`config.mk`:
```
export PLATFORM = sky130hd
export DESIGN_NAME = systolic_array_flat
export DESIGN_NICKNAME = d
export VERILOG_FILES = /design/src/rtl/systolic_array_if.sv /design/src/rtl/systolic_array.sv /design/src/flat_wrapper.sv
export SDC_FILE = /design/constraint.sdc
export NUM_CORES = 1
export LEC_CHECK = 0
export CAP_MARGIN = 10
export CORE_MARGIN = 5
export CORE_UTILIZATION = 30
export DETAILED_ROUTE_END_ITERATION = 6
export GPL_TIMING_DRIVEN = 0
export PLACE_DENSITY_LB_ADDON = 0.1
export SYNTH_ARGS = -nofsm -noshare
export SYNTH_HDL_FRONTEND = slang
export SYNTH_SLANG_ARGS = --single-unit
export TNS_END_PERCENT = 20
```
`constraint.sdc`:
```
create_clock -name clk -period 7.15 [get_ports clk]
set_input_delay 1.43 -clock clk [delete_from_list [all_inputs] [get_ports clk]]
set_output_delay 1.43 -clock clk [all_outputs]
set_load 0.1 [all_outputs]
```
`src/rtl/systolic_array_if.sv`:
```
`default_nettype none
// ============================================================================
// Module      : systolic_array_if
// Description : Operand and result bus of the systolic MAC array.
//               The master drives the pre-skewed operands; the slave is the array.
// Revision    : 1.0 - initial release
// ============================================================================
interface systolic_array_if #(
  parameter int ARRAY_SIZE = 4,
  parameter int DATA_WIDTH = 4
);
  logic [ARRAY_SIZE*DATA_WIDTH-1:0] in_left;
  logic [ARRAY_SIZE*DATA_WIDTH-1:0] in_top;
  logic [ARRAY_SIZE*DATA_WIDTH-1:0] out_bot;

  modport master (
    output in_left,
    output in_top,
    input  out_bot
  );

  modport slave (
    input  in_left,
    input  in_top,
    output out_bot
  );
endinterface
`default_nettype wire

```
`src/rtl/systolic_array.sv`:
```
`default_nettype none
// ============================================================================
// Module      : systolic_array
// Description : ARRAY_SIZE x ARRAY_SIZE output-stationary multiply-accumulate
//               array; the bottom-row accumulators drive out_bot directly.
// Revision    : 1.0 - initial release
// ============================================================================
module systolic_array #(
  parameter int ARRAY_SIZE = 4,
  parameter int DATA_WIDTH = 4
) (
  input  logic                 clk,
  input  logic                 reset,
  systolic_array_if.slave      sa_if
);

  // Per-PE register outputs, collected so neighbours and the output can tap them.
  logic [DATA_WIDTH-1:0] a_fwd   [ARRAY_SIZE][ARRAY_SIZE];
  logic [DATA_WIDTH-1:0] b_fwd   [ARRAY_SIZE][ARRAY_SIZE];
  logic [DATA_WIDTH-1:0] acc_fwd [ARRAY_SIZE][ARRAY_SIZE];

  for (genvar i = 0; i < ARRAY_SIZE; i++) begin : g_row
    for (genvar j = 0; j < ARRAY_SIZE; j++) begin : g_col
      logic [DATA_WIDTH-1:0] w_a_in;
      logic [DATA_WIDTH-1:0] w_b_in;
      logic [DATA_WIDTH-1:0] acc_d;
      logic [DATA_WIDTH-1:0] a_q;
      logic [DATA_WIDTH-1:0] b_q;
      logic [DATA_WIDTH-1:0] acc_q;

      if (j == 0) begin : g_a_edge
        assign w_a_in = sa_if.in_left[i*DATA_WIDTH +: DATA_WIDTH];
      end else begin : g_a_chain
        assign w_a_in = a_fwd[i][j-1];
      end

      if (i == 0) begin : g_b_edge
        assign w_b_in = sa_if.in_top[j*DATA_WIDTH +: DATA_WIDTH];
      end else begin : g_b_chain
        assign w_b_in = b_fwd[i-1][j];
      end

      // Product and sum are both evaluated at DATA_WIDTH, so overflow wraps.
      assign acc_d = acc_q + w_a_in * w_b_in;

      always_ff @(posedge clk) begin
        if (!reset) begin
          a_q   <= '0;
          b_q   <= '0;
          acc_q <= '0;
        end else begin
          a_q   <= w_a_in;
          b_q   <= w_b_in;
          acc_q <= acc_d;
        end
      end

      assign a_fwd[i][j]   = a_q;
      assign b_fwd[i][j]   = b_q;
      assign acc_fwd[i][j] = acc_q;
    end
  end

  for (genvar j = 0; j < ARRAY_SIZE; j++) begin : g_out
    assign sa_if.out_bot[j*DATA_WIDTH +: DATA_WIDTH] = acc_fwd[ARRAY_SIZE-1][j];
  end

endmodule
`default_nettype wire

```
`src/flat_wrapper.sv`:
```
// flat-port wrapper written by rule: the top's interface ports become plain ports
module systolic_array_flat 
#(
  parameter int ARRAY_SIZE = 4,
  parameter int DATA_WIDTH = 4
)
  (clk, reset, sa_if_in_left, sa_if_in_top, sa_if_out_bot);
  systolic_array_if #(.ARRAY_SIZE(ARRAY_SIZE), .DATA_WIDTH(DATA_WIDTH)) sa_if_i ();
  input  logic clk;
  input  logic reset;
  input wire logic [$bits(sa_if_i.in_left)-1:0] sa_if_in_left;
  input wire logic [$bits(sa_if_i.in_top)-1:0] sa_if_in_top;
  output wire logic [$bits(sa_if_i.out_bot)-1:0] sa_if_out_bot;
  assign sa_if_i.in_left = sa_if_in_left;
  assign sa_if_i.in_top = sa_if_in_top;
  assign sa_if_out_bot = sa_if_i.out_bot;
  systolic_array #(.ARRAY_SIZE(ARRAY_SIZE), .DATA_WIDTH(DATA_WIDTH)) u_core (.clk(clk), .reset(reset), .sa_if(sa_if_i));
endmodule
```
After elaboration in Yosys (flattened, before gate mapping)
Cells that the tools add are included.
{"block": "op_classes", "add_sub_neg": 4, "multipliers": 4}
{"cell": "adder 4 bit", "count": 4}
{"cell": "multiplier 4 x 4 -> 4 bit", "count": 4}
{"block": "totals", "ff_bits": 76, "inputBits": 34, "elab_cells": 27}

Depth between registers and ports, before layout
Gate-level depths: netlist of the first run.
{"block": "logic_depth", "ltp_word": 2, "depth_mapped": 10, "depth_no_buf": 10}

Least setup slack after synthesis of the first run
Ideal clock, no wire load.
{"block": "synth_timing", "kind": "input -> register", "from": "in sa_if_in_left[12]", "to": "reg u_core.g_row[3].g_col[0].acc_q[3]", "arrival_ns": 3.722, "required_ns": 7.035, "setup_slack_ns": 3.313, "path_stages": 9, "path_buffers": 0, "path_cell_list": "and2_1 -> ha_1 -> ha_1 -> fa_1 -> fa_1 -> xnor2_1 -> xnor2_1 -> xnor3_1 -> and2_1"}
{"block": "synth_via", "elab_chain_cells": 2}
{"element": "start: declaration", "line_no": "flat_wrapper.sv:11", "text": "input wire logic [$bits(sa_if_i.in_left)-1:0] sa_if_in_left;"}
{"element": "multiplier 4 x 4 -> 4 bit", "line_no": "systolic_array.sv:44", "text": "assign acc_d = acc_q + w_a_in * w_b_in;"}
{"element": "adder 4 bit", "line_no": "systolic_array.sv:44"}
{"element": "end signal: assignment", "line_no": "systolic_array.sv:50", "text": "acc_q <= '0;"}
{"element": "end signal: assignment", "line_no": "systolic_array.sv:54", "text": "acc_q <= acc_d;"}
{"element": "end: declaration", "line_no": "systolic_array.sv:29", "text": "logic [DATA_WIDTH-1:0] acc_q;"}
Every way passes these cells.
A chain may end at the register's enable or synchronous reset.

Worst setup path after layout of the first run
Ends and elaborated chain as after synthesis.

==> results of run 1 <==
-- power by group through the flow --
| stage | logic [mW] | registers [mW] | clock network [mW] |
|---|---|---|---|
| floorplan | 0.0267 | 0.474 | 0 |
| global placement | 0.0706 | 0.457 | 0 |
| detailed placement | 0.0706 | 0.457 | 0 |
| CTS | 0.0710 | 0.447 | 0.333 |
| global route | 0.0756 | 0.449 | 0.354 |
| finish | 0.0692 | 0.446 | 0.317 |
-- cell type report --
| class | instances | area share (%) |
|---|---|---|
| sequential | 76 | 40.5 |
| multi-input combinational | 172 | 39.0 |
| timing repair buffer | 36 | 9.58 |
| tap | 133 | 4.43 |
| clock buffer | 10 | 3.39 |
| clock inverter | 6 | 1.73 |
| buffer | 8 | 0.799 |
| inverter | 6 | 0.599 |
-- registers in the layout (all words and copies together), names as in the netlist --
register	flops
u_core.g_row.g_col.b_q	48
u_core.g_row.g_col.a_q	12
u_core.g_row.g_col.acc_q	16
-- through the flow --
step / power, mW / cells / utilization, %
3_3_place_gp: 0.527 / 431 / 36.3
3_5_place_dp: 0.527 / 431 / 36.3
6_report: 0.832 / 447 / 38.3
4_1_cts: 0.850 / 447 / 38.3
5_1_grt: 0.878 / 447 / 38.3
2_1_floorplan: 0.501 / 262 / -
-- cells in the final DEF, fill, tap and decap left out --
cell type / Yosys / layout
dfxtp_1: 76 / 76
clkinvlp_4: 0 / 1
nor2b_1: 4 / 4
bufinv_16: 0 / 1
xor2_1: 8 / 8
clkinv_2: 0 / 2
and2_1: 96 / 96
clkdlybuf4s50_1: 0 / 36
clkinv_4: 0 / 2
inv_1: 6 / 6
xnor3_1: 8 / 8
nand2_1: 16 / 16
ha_1: 24 / 24
clkbuf_1: 8 / 9
clkbuf_8: 0 / 9
xnor2_1: 8 / 8
fa_1: 8 / 8
-- path summary, 6_finish.rpt --
check,start,end,slack (ps),cells after the start
worst max-delay path,sa_if_in_left[12],u_core.g_row[3].g_col[0].acc_q[3],3030,10
worst min-delay path,u_core.g_row[0].g_col[3].b_q[1],u_core.g_row[1].g_col[3].b_q[1],440,1
worst max register to register,u_core.g_row[3].g_col[1].a_q[1],u_core.g_row[3].g_col[2].acc_q[3],4060,10
worst min register to register,u_core.g_row[0].g_col[3].b_q[1],u_core.g_row[1].g_col[3].b_q[1],440,1
-- critical path: stages --
cell and delay, ps:
clkdlybuf4s50_1 480, and2_1 180, ha_1 300, ha_1 310, fa_1 500, fa_1 460, xnor2_1 180, xnor2_1 140
xnor3_1 220, and2_1 160
-- kinds of logic (layout without fill, tap and decap cells) --
logic type    count (synthesis)  after routing
xor+xnor                     24             24
buf+inv                      14             66
fa+ha+maj                    32             32
simple gates                116            116
flops                        76             76
-- layer usage --
| layer | wire length [um] | GRT usage, % | vias to the layer above |
|---|---|---|---|
| li1 | - | - | 908 |
| met1 | 2520 | 11.8 | 768 |
| met2 | 2240 | 14.1 | 35 |
| met3 | 263 | 4.04 | 5 |
| met4 | 44 | 3.20 | 0 |
| met5 | 0 | 0 | - |
==> results.py, run 1 <==
metrics = {
    "logic_synthesis": {
        "synth-simple-area-share_pct": 22.6,
        "synth_area_leaders": "dfxtp_1 50%, and2_1 20%, ha_1 9.9%, xnor3_1 5.9%, fa_1 5.3%",
        "synthesis.area_sq_mm": 0.00304,
        "yosysMostFrequentCell": "and2_1",
        "ys_warn_count": 0,
        "synth_edf_count": 0,
        "synth_cells": 262,
        "synth_fa_ha_area_share_pct": 15.1,
        "synth.cells.most_frequent": "96 x and2_1, 76 x dfxtp_1, 24 x ha_1",
        "yosysTopAreaCell": "dfxtp_1",
        "synth.net_count": 328,
        "synth_compound_area_share_pct": 0,
        "synth_mux_area_share_pct": 0,
        "synth-seq-cells": 76,
        "ys_seq_area_share_pct": 50.0,
        "syn_area_per_cell_sq_um": 11.6,
        "synth.top_cell.area_share_pct": 50.0,
        "yosysUniqueCellTypes": 11,
        "synth_top_family_by_area": "simple AND/OR/NAND/NOR gates",
        "async_flop_share_pct": 0,
        "synth_ff_type": "dfxtp_1",
        "synthXorXnorAreaFrac_pct": 10.5,
    },
    "pwr": {
        "pwr-share-comb_pct": 8.3,
        "p_int_uw": 633,
        "power.switching_uw": 199,
        "leakage_nw": 1.68,
        "clockPowerShare_pct": 38.0,
        "swShare_pct": 24.0,
        "cellPowerDensity_mw_per_mm2": 221,
        "irDropWorstVdd_mv": 0.0980,
        "seqPwrFrac_pct": 53.6,
    },
    "sta": {
        "max_clock_freq_mhz": 243,
        "slew_violations": 0,
        "finalWorstSetupSlack_ps": 3030,
        "finClkSkew_ps": 4.09,
        "finalHoldViolations": 0,
        "slew_headroom_pct": 35.2,
        "worstMarginPinSlew_ps": 970,
        "setup_tns_ps": 0,
        "setup_viol": 0,
        "period_share_pct": 57.7,
        "rsz0062_at_grt": "false",
        "fin_crit_ps": 4120,
        "holdWs_ps": 436,
    },
    "cts": {
        "cts_root_buffer": "clkbuf_8",
        "clockBufferDepth": 2,
        "postCtsHoldBufs": 0,
        "cts_resized": 0,
        "cts.clk_slew.worst_paths_ps": 80,
        "post_cts_buffers": 0,
        "htree_levels": 3,
        "numCtsBuffers": 9,
        "clock_sinks": 76,
        "cts_tree": "built",
        "clk_latency_ps": 340,
    },
    "worst_setup_path": {
        "worst-path-max-fanout": 5,
        "critPathKind": "primary input to register",
        "crit_path_end_kind": "register",
        "cp.arrival_ps": 4360,
        "worst_ep_required_time_ps": 7390,
        "cp-start-kind": "primary input",
    },
    "routing": {
        "detail_route.wl_per_cell_um": 11.3,
        "drtIter0Drc": 33,
        "postRouteAntennaNets": 0,
        "drc": 0,
        "drt_first_pass_iters": 4,
        "drt_wl_total_um": 5060,
        "vias": 1716,
        "vias_per_cell": 3.84,
    },
    "final_layout": {
        "diodes": 0,
        "nFillCells": 1045,
        "layout.nets": 375,
        "regArea_sq_mm": 0.00152,
        "multiInputGateArea_sq_mm": 0.00147,
        "syn_to_final_growth_pct": 23.7,
        "fin_area_sq_mm": 0.00376,
        "drive_gt1_share_pct": 4.78,
    },
    "floorplan": {
        "die_x_um": 111,
        "std_cell_rows": 36,
        "core_area_sq_mm": 0.00982,
        "dieArea_sq_mm": 0.0122,
        "die_y_um": 111,
        "start_util_pct": 31.0,
        "ioPinCount": 50,
    },
    "grt": {
        "grt_usage_pct": 9.28,
        "grt_max_degree": 14,
        "grt_pass1_wl_um": 8990,
        "antenna_found_initial": 0,
        "grt_pass1_vias": 1837,
        "grt_overflow": 0,
    },
    "hold_path": {
        "hold_path_class": "register to register",
    },
    "run_status": {
        "status": "complete, no violations",
    },
    "place": {
        "io_buffers": 36,
        "dp_slack_ps": 2640,
        "gp_congestion": 0.722,
        "dp_hpwl_um": 3780,
        "dpl-instance-area_sq_mm": 0.00357,
    },
    "job": {
        "drv_cap": 0,
    },
}
Power figures use the tool's default switching activity.
==> run 2, diff against run 1 <==
clock period = 3.7 ns   (was 7.15 ns; I/O delays follow)
==> results of run 2 <==
The final DEF is identical to that of run 1. Status: complete, no violations.
Among the figures that moved: setup slack after placement 2640 ps -> -117 ps; setup slack after layout 3030 ps -> 267 ps; register-to-register setup slack 4060 ps -> 610 ps; total power 0.832 mW -> 1.61 mW; worst IR drop on VDD 0.0980 mV -> 0.189 mV
